File: src/rtl/cnn_pkg.sv
// Shared types and constants for the CNN input row packer.
package cnn_pkg;
  localparam int unsigned PIX_W = 8;
  localparam int unsigned COLS  = 26;
  localparam int unsigned ROWS  = 26;
  localparam int unsigned ROW_W = COLS * PIX_W;
  localparam int unsigned DEPTH = 2;
  localparam int unsigned CNT_W = 5;

  typedef logic [ROW_W-1:0] row_t;
  typedef logic [CNT_W-1:0] cnt_t;

  typedef enum logic {
    IDLE = 1'b0,
    PACK = 1'b1
  } state_e;

  typedef struct packed {
    row_t row;
    logic last;
    cnt_t idx;
  } entry_t;
endpackage

File: src/rtl/cnn_row_packer_if.sv
// Pixel-in / packed-row-out handshake bundle for cnn_row_packer.
interface cnn_row_packer_if;
  import cnn_pkg::*;

  logic [PIX_W-1:0] s_pix;
  logic             s_valid;
  logic             s_sof;
  logic             s_ready;
  row_t             m_row;
  logic             m_valid;
  logic             m_last;
  logic             m_ready;
  cnt_t             row_idx;

  // Source of pixels and sink of rows
  modport master (
    output s_pix, s_valid, s_sof, m_ready,
    input  s_ready, m_row, m_valid, m_last, row_idx
  );

  // The packer itself
  modport slave (
    input  s_pix, s_valid, s_sof, m_ready,
    output s_ready, m_row, m_valid, m_last, row_idx
  );
endinterface

File: src/rtl/cnn_row_fifo2.sv
// Two-entry packed-row FIFO; head held in a register so outputs are flop-driven.
module cnn_row_fifo2
  import cnn_pkg::*;
(
  input  logic   clk,
  input  logic   rst_n,
  input  logic   push,
  input  entry_t push_data,
  input  logic   pop,
  output entry_t head,
  output logic   valid,
  output logic   full
);

  entry_t     head_q, head_d;
  entry_t     tail_q, tail_d;
  logic [1:0] count_q, count_d;

  // Shift-style storage: entry 0 is always the head, entry 1 the one behind it
  always_comb begin
    head_d  = head_q;
    tail_d  = tail_q;
    count_d = count_q;
    unique case ({push, pop})
      2'b10: begin
        if (count_q == 2'd0) head_d = push_data;
        else                 tail_d = push_data;
        count_d = count_q + 2'd1;
      end
      2'b01: begin
        head_d  = tail_q;
        count_d = count_q - 2'd1;
      end
      2'b11: begin
        if (count_q == 2'd1) begin
          head_d = push_data;
        end else begin
          head_d = tail_q;
          tail_d = push_data;
        end
      end
      default: ;
    endcase
  end

  // Storage and occupancy registers
  always_ff @(posedge clk or negedge rst_n) begin
    if (!rst_n) begin
      head_q  <= '0;
      tail_q  <= '0;
      count_q <= '0;
    end else begin
      head_q  <= head_d;
      tail_q  <= tail_d;
      count_q <= count_d;
    end
  end

  assign head  = head_q;
  assign valid = (count_q != 2'd0);
  assign full  = (count_q == 2'(DEPTH));

endmodule

File: src/rtl/cnn_row_packer.sv
// Packs a 26x26 8-bit pixel stream into 208-bit row words for conv layer 1.
module cnn_row_packer
  import cnn_pkg::*;
(
  input  logic              clk,
  input  logic              rst_n,
  input  logic              en,
  cnn_row_packer_if.slave   bus,
  output logic              frame_done,
  output logic              err_pulse
);

  state_e state_q, state_d;
  cnt_t   col_q, col_d;
  cnt_t   row_q, row_d;
  row_t   asm_q, asm_d;
  logic   alive_q, alive_d;
  logic   err_q, err_d;
  logic   fd_q, fd_d;

  logic   s_ready;
  logic   acc;
  logic   pop;
  logic   push;
  entry_t push_data;
  entry_t head;
  logic   fifo_valid;
  logic   fifo_full;

  // Ready depends only on local state, never on m_ready
  always_comb begin
    s_ready = en & alive_q &
              !((state_q == PACK) && (col_q == cnt_t'(COLS-1)) && fifo_full);
    acc     = bus.s_valid & s_ready;
    pop     = en & fifo_valid & bus.m_ready;
  end

  // Packer FSM: next state, assembly register and push request
  always_comb begin
    state_d   = state_q;
    col_d     = col_q;
    row_d     = row_q;
    asm_d     = asm_q;
    alive_d   = 1'b1;
    err_d     = 1'b0;
    push      = 1'b0;
    if (acc) begin
      if (bus.s_sof) begin
        // SOF mid-frame restarts the frame; queued rows are left alone
        err_d            = (state_q == PACK);
        asm_d[PIX_W-1:0] = bus.s_pix;
        col_d            = cnt_t'(1);
        row_d            = '0;
        state_d          = PACK;
      end else if (state_q == IDLE) begin
        err_d = 1'b1;
      end else begin
        asm_d[int'(col_q)*PIX_W +: PIX_W] = bus.s_pix;
        if (col_q == cnt_t'(COLS-1)) begin
          push  = 1'b1;
          col_d = '0;
          if (row_q == cnt_t'(ROWS-1)) begin
            state_d = IDLE;
            row_d   = '0;
          end else begin
            row_d = row_q + cnt_t'(1);
          end
        end else begin
          col_d = col_q + cnt_t'(1);
        end
      end
    end
    push_data.row  = asm_d;
    push_data.last = (row_q == cnt_t'(ROWS-1));
    push_data.idx  = row_q;
    fd_d           = pop & head.last;
  end

  // Packer state registers
  always_ff @(posedge clk or negedge rst_n) begin
    if (!rst_n) begin
      state_q <= IDLE;
      col_q   <= '0;
      row_q   <= '0;
      asm_q   <= '0;
      alive_q <= 1'b0;
      err_q   <= 1'b0;
      fd_q    <= 1'b0;
    end else begin
      state_q <= state_d;
      col_q   <= col_d;
      row_q   <= row_d;
      asm_q   <= asm_d;
      alive_q <= alive_d;
      err_q   <= err_d;
      fd_q    <= fd_d;
    end
  end

  cnn_row_fifo2 u_fifo (
    .clk       (clk),
    .rst_n     (rst_n),
    .push      (push),
    .push_data (push_data),
    .pop       (pop),
    .head      (head),
    .valid     (fifo_valid),
    .full      (fifo_full)
  );

  assign bus.s_ready = s_ready;
  assign bus.m_row   = head.row;
  assign bus.m_last  = head.last;
  assign bus.row_idx = head.idx;
  assign bus.m_valid = fifo_valid;
  assign frame_done  = fd_q;
  assign err_pulse   = err_q;

endmodule
File: src/flat_wrapper.sv
// flat-port wrapper written by rule: the top's interface ports become plain ports
module cnn_row_packer_flat import cnn_pkg::*;
  (clk, rst_n, en, frame_done, err_pulse, bus_s_pix, bus_s_valid, bus_s_sof, bus_m_ready, bus_s_ready, bus_m_row, bus_m_valid, bus_m_last, bus_row_idx);
  cnn_row_packer_if bus_i ();
  input  logic clk;
  input  logic rst_n;
  input  logic en;
  output logic frame_done;
  output logic err_pulse;
  input wire logic [$bits(bus_i.s_pix)-1:0] bus_s_pix;
  input wire logic [$bits(bus_i.s_valid)-1:0] bus_s_valid;
  input wire logic [$bits(bus_i.s_sof)-1:0] bus_s_sof;
  input wire logic [$bits(bus_i.m_ready)-1:0] bus_m_ready;
  output wire logic [$bits(bus_i.s_ready)-1:0] bus_s_ready;
  output wire logic [$bits(bus_i.m_row)-1:0] bus_m_row;
  output wire logic [$bits(bus_i.m_valid)-1:0] bus_m_valid;
  output wire logic [$bits(bus_i.m_last)-1:0] bus_m_last;
  output wire logic [$bits(bus_i.row_idx)-1:0] bus_row_idx;
  assign bus_i.s_pix = bus_s_pix;
  assign bus_i.s_valid = bus_s_valid;
  assign bus_i.s_sof = bus_s_sof;
  assign bus_i.m_ready = bus_m_ready;
  assign bus_s_ready = bus_i.s_ready;
  assign bus_m_row = bus_i.m_row;
  assign bus_m_valid = bus_i.m_valid;
  assign bus_m_last = bus_i.m_last;
  assign bus_row_idx = bus_i.row_idx;
  cnn_row_packer u_core (.clk(clk), .rst_n(rst_n), .en(en), .bus(bus_i), .frame_done(frame_done), .err_pulse(err_pulse));
endmodule
File: config.mk
export PLATFORM = sky130hd
export DESIGN_NAME = cnn_row_packer_flat
export DESIGN_NICKNAME = d
export VERILOG_FILES = /design/src/rtl/cnn_pkg.sv /design/src/rtl/cnn_row_packer_if.sv /design/src/rtl/cnn_row_fifo2.sv /design/src/rtl/cnn_row_packer.sv /design/src/flat_wrapper.sv
export SDC_FILE = /design/constraint.sdc
export NUM_CORES = 1
export LEC_CHECK = 0
export BUFFER_PORTS_ARGS = -buffer_cell sky130_fd_sc_hd__buf_2
export CAP_MARGIN = 5
export CORE_MARGIN = 8
export CORE_UTILIZATION = 46
export CTS_CLUSTER_DIAMETER = 200
export DETAILED_ROUTE_END_ITERATION = 8
export PLACE_DENSITY = 0.69
export SLEW_MARGIN = 20
export SYNTH_ARGS = -nofsm -noshare
export SYNTH_HDL_FRONTEND = slang
export SYNTH_SLANG_ARGS = --single-unit
File: constraint.sdc
create_clock -name clk -period 3.5 [get_ports clk]
set_input_delay 0.7 -clock clk [delete_from_list [all_inputs] [get_ports clk]]
set_output_delay 0.7 -clock clk [all_outputs]
set_load 0.01 [all_outputs]
## Word level (Yosys, flattened, before mapping)

Cells that the tools add are included.

- Register bits: 652
- Input port bits: 14
- Output and inout port bits: 218

- Add/sub/neg operators: 5
- Equal/unequal tests: 10
- Shift-type cells: 2
- Muxes and demuxes: 30
- Bitwise operators: 6
- Reduce and logical (&&, ||, !) cells: 14

Operators by type and width:

| cell | number |
|---|---|
| 2-to-1 mux 214 bit | 4 |
| one-hot mux 214 bit (3 select lines) | 1 |
| one-hot mux 214 bit (2 select lines) | 1 |
| 2-to-1 mux 208 bit | 2 |
| bitwise mux 208 bit | 1 |
| variable shift 8 x 34 -> 208 bit (first input constant) | 1 |
| indexed part select 8 x 34 -> 208 bit | 1 |
| 2-to-1 mux 200 bit | 1 |
| 2-to-1 mux 5 bit | 7 |
| negator 8 -> 34 bit | 1 |
| 2-to-1 mux 1 bit | 11 |
| adder 5 x 1 -> 5 bit (second input constant) | 2 |
| equality test 5 bit (second input constant) | 2 |
| nonzero test 2 bit | 5 |
| 2-to-1 mux 8 bit | 1 |
| AND 1 bit | 6 |
| equality test 2 bit (second input constant) | 3 |
| inequality test 2 bit (second input constant) | 3 |
| AND reduction 3 bit | 2 |
| equality test 2 x 1 -> 1 bit (second input constant) | 2 |
| one-hot mux 2 bit (2 select lines) | 1 |
| AND reduction 2 bit | 2 |
| nonzero test 3 bit | 1 |
| adder 2 x 1 -> 2 bit (second input constant) | 1 |
| 4 further kinds | 5 |

## Depth between registers and ports, before layout

- Word-level depth: 10
- Depth in mapped cells: 13
- Mapped depth without buffers: 12

## Hierarchy

A second synthesis with hierarchy kept.

- Cell total of the unflattened synthesis: 2326
- Area, all modules: 28718.8 um^2

Modules (own cells, without submodules):

| module | times used | cells an instance | area each (um^2) |
|---|---|---|---|
| cnn_row_fifo2 | 1 | 1716 | 19617.6 |
| cnn_row_packer | 1 | 610 | 9101.2 |

## Least setup slack after synthesis

OpenSTA, ideal clock, no wires.

- Path kind: input to register
- Start: input port en
- End: register u_core.u_fifo.head_q (netlist bit u_core.u_fifo.head[100])
- Library setup time: 0.083 ns
- Arrival time: 3.173 ns
- Slack: 0.245 ns
- Stages: 12
- Cell sequence: and3_1 > clkbuf_1 > o31ai_1 > or4_1 > inv_1 > ha_1 > nand2b_1 > a21oi_1 > clkbuf_1 > clkbuf_1 > a21oi_1 > o22ai_1

- Longest elaborated chain between the ends: 7

RTL lines:

| what | line | RTL |
|---|---|---|
| from (decl) | flat_wrapper.sv:7 | `input logic en;` |
| AND 1 bit (2 in a row) | cnn_row_packer.sv:32 | `s_ready = en & alive_q &` |
| AND 1 bit | cnn_row_packer.sv:34 | `acc = bus.s_valid & s_ready;` |
| 2-to-1 mux 1 bit | cnn_row_packer.sv:47 | `if (acc) begin` |
| equality test 2 bit / equality test 2 x 1 -> 1 bit (equally long branches) | cnn_row_fifo2.sv:24 | `unique case ({push, pop})` |
| inequality test 2 bit (no line) / nonzero test 3 bit (equally long branches) | -- |  |
| AND reduction 2 bit (no line) | -- |  |
| to (signal assigned) | cnn_row_fifo2.sv:49 | `head_q <= '0;` |
| to (signal assigned) | cnn_row_fifo2.sv:53 | `head_q <= head_d;` |
| to (decl) | cnn_row_fifo2.sv:15 | `entry_t head_q, head_d;` |

Parallel ways exist; a longest one is shown, timed or not. The select of a mux whose other input is x is not followed.
A chain may end at the register's enable or synchronous reset.

## Worst setup path after layout

- Start: register u_core.col_q[1]
- End: register u_core.u_fifo.head_q (netlist bit u_core.u_fifo.head[49])

- Longest elaborated chain between the ends: 10

RTL lines:

| what | line | RTL |
|---|---|---|
| from (decl) | cnn_row_packer.sv:14 | `cnt_t col_q, col_d;` |
| from (signal assigned) | cnn_row_packer.sv:91 | `col_q <= col_d;` |
| parallel branches: the longest is 10 deep, another holds negator 8 -> 34 bit | -- |  |

Several ways; the timed one is not identified. The select of a mux whose other input is x is not followed.

==> metrics.md <==
| Metric | Value |
|---|---|
| Routed vias | about 20,000 |
| Initial antenna violation count | 3 |
| Switch Pwr | a little over 8 mW |
| WL final | 76.18 mm |
| Layout Nets | roughly 2,800 |
| Clock tree buffer depth | 3 |
| Min Tclk post-route | ~3.4 ns |
| Reg clk slew, reported paths | approximately 0.06 ns |
| Commonest non-fill, non-tap cells in the layout | dfrtp_1, nand2_1, buf_2, nor2_1, a21oi_1 |
| Post-CTS Hold Fix Bufs | 0 |
| Average cell area after synthesis | 10.45 um2 |
| Static leakage | between 15 and 20 nW |
| Cells after Synth | approximately 2,600 |
| Min-delay worst type | input port to async pin |
| Largest net degree at the start of global routing | 105 |
| Skew-Pair Late Insertion Delay | slightly above 0.6 ns |
| Final GP Congestion | around 0.8 |
| Combinational power share | 26.2% |
| Worst R2R End | u_core.u_fifo.head[49] |
| Clock Skew | about 0.025 ns |
| CP startpoint | u_core.col_q[1] |
| Die outline height | between 200 and 300 um |
| Vias in the first global route | 20,654 |
| Netlist cell types | between 50 and 60 |
| CTS tree | done |
| Sequential-to-total area share from yosys stat | 61.13% |
| Synthesis-to-finish area growth | 18.61% |
| Drt first pass iters | 7 |
| Leading cell type in the layout, fill and taps excluded | dfrtp_1 |
| Core ar. | roughly 58,000 um2 |
| Clock power share | 31.7% |
| Normalized max-slew margin | between 30% and 40% |
| Final Cell Area | 31,660 um2 |
| Die W | 256.9 um |
| First-pass GRT wire length | 119.3 mm |
| Final worst path period share | between 90% and 100% |
| Reg2reg setup slack | 0.09 ns |
| Max Cap Violations | 0 |
| CTS root buf | clkbuf_16 |
| CP endpoint kind | flop |
| Register share of total power | a little over two fifths |
| Num ports | between 200 and 250 |
| Slew of the pin with the lowest slew margin | a little over 1 ns |
| Worst EP required | 3.98 ns |
| Post-Syn Area | between 20,000 and 30,000 um2 |
| Commonest register cell after synthesis | dfrtp_1 |
| Synth Register Bits | ~650 |
| Detail Route Antenna Nets | 0 |
| Total Die Area | 65,990 um2 |
| GRT Resource Usage Total | a little under a quarter |
| Share of layout cells above drive strength 1 | around 17% |
| Fmax | approximately 300 MHz |
| Syn Nets | around 2,600 |
| Post-DR vias/cell | around 5.6 |
| Num rows | 88 |
| Post-synth ARST share | between 90% and 100% |
| Max VDD drop | about 0.00043 V |
| Cts bufs inserted | 70 |
| Final setup vio count | 0 |
| N_diodes | 0 |
| PortBufs | 231 |
| Final hold vios | 0 |
| Crit start category | flop |
| CTS H-tree lvls | 3 |
| Fin. max-slew vios | 0 |
| Sw frac | about a third |
| P per Cell Area | 751.7 nW/um2 |
| Crit path kind | flop to flop |
| Status | finished clean |
| Hold Slack | 0.2108 ns |
| CTS Sinks | 652 |
| R2R cell count | 11 |
| DR DRC count | 0 |
| Remaining global-route overflow | 0 |
| Syn. warnings | 0 |
| EDFF count, synth | 0 |
| Final HPWL DP | between 40 and 50 mm |
| Placed Area | 29,270 um2 |
| Worst path arrival time | 3.89 ns |
| Post-DR wirelength/cell | 21.32 um |
| Worst flop-to-flop path startpoint | u_core.col_q[1] |
| Initial Util | 46.35% |
| Starting DRC count in detailed routing | 1,932 |
| Int Pwr | 15.66 mW |
| Maximum fanout along the worst path | 8 |
-- metal layers --
layer	vias to the layer above	routed length [um]	global-route usage [%]
li1	9130	-	-
met1	10100	32770	30.70
met2	741	35790	35.48
met3	126	5730	5.490
met4	2	1875	7.243
met5	-	11	0
-- synth_stat cells, types with 23 or more instances --
library cell	instances	share of area, %
inv_1	206	2.9
a21oi_1	214	4.0
o22ai_1	192	4.5
nand3_1	44	0.83
o21ai_1	29	0.54
clkbuf_1	172	2.4
nand2_1	233	3.3
mux2i_1	193	7.2
dfrtp_1	652	61
nand4_1	23	0.54
o21ai_0	201	3.8
nor2_1	229	3.2
-- layout make-up --
cell class / instances / area, um2
clock buffers: 96 / 2042
clock inverters: 24 / 306.5
fillers: 4923 / 25930
inverters: 208 / 780.7
multi-input cells: 1506 / 8980
flip-flops and latches: 652 / 16320
well taps: 765 / 957.2
repair buffers: 322 / 2275
-- how the worst max path moves through the flow --
stage	to	slack (ns)
after floorplan	u_core.u_fifo.head[100]	0.24
after global placement	u_core.u_fifo.tail_q[130]	0.28
after detailed placement	u_core.u_fifo.tail_q[126]	0.09
after CTS	u_core.u_fifo.tail_q[126]	0.05
after global routing	u_core.u_fifo.tail_q[197]	-0.04
final	u_core.u_fifo.head[49]	0.09
-- flip-flops by register name, indices dropped and copies added, names as in the netlist --
register	count
u_core.state_q	1
u_core.u_fifo.head	214
u_core.u_fifo.tail_q	214
u_core.row_q	5
u_core.frame_done	1
u_core.u_fifo.count_q	2
u_core.col_q	5
u_core.asm_q	208
u_core.alive_q	1
u_core.err_pulse	1
-- power groups by stage --
stage | Sequential, mW | Clock [mW] | Combinational [mW]
after floorplan | 10.2 | 0 | 3.03
after global placement | 10.1 | 0 | 6.09
after detailed placement | 10.1 | 0 | 6.24
after CTS | 10.0 | 7.67 | 6.28
after global routing | 10.2 | 7.97 | 6.79
final | 10.0 | 7.55 | 6.23
-- cell families after synthesis --
logic type               synth area share (%)
flip-flops                              61.13
buffers and inverters                   5.771
multiplexers                            7.238
adder cells (fa/ha/maj)                0.6563
AO/OA/AOI/OAI                           15.42
other                                 0.01405
XOR/XNOR                               0.2578
AND/OR/NAND/NOR                         9.516
-- per-stage QoR --
step                setup slack [ns]  instances  power, mW  util (%)  setup TNS [ns]
floorplan                     0.2448       2555      13.25         -               0
global placement              0.2806       3451      16.16     50.82               0
detailed placement           0.09325       3451      16.36     50.82               0
CTS                          0.05241       3571      23.96     54.90               0
global route                -0.03542       3573      24.91     54.98         -0.2063
finish                       0.08767       3573      23.80     54.98               0
-- what timing repair did --
| action | CTS | global route |
|---|---|---|
| setup buffers | 0 | 2 |
| setup endpoints to repair | 0 | 129 |
| gates resized for setup | 0 | 3 |
-- worst max-delay path, stage by stage, from the launching register on --
cell      delay [ns]
dfrtp_1         0.47
inv_1           0.14
ha_1            0.29
and3_1          0.22
ha_1            0.22
nor3b_4         0.24
buf_4           0.19
nand4_1         0.39
a211oi_4        0.35
buf_4           0.26
mux2i_1         0.36
o22ai_1         0.15
Note: power is estimated with default switching activity, not from simulation.
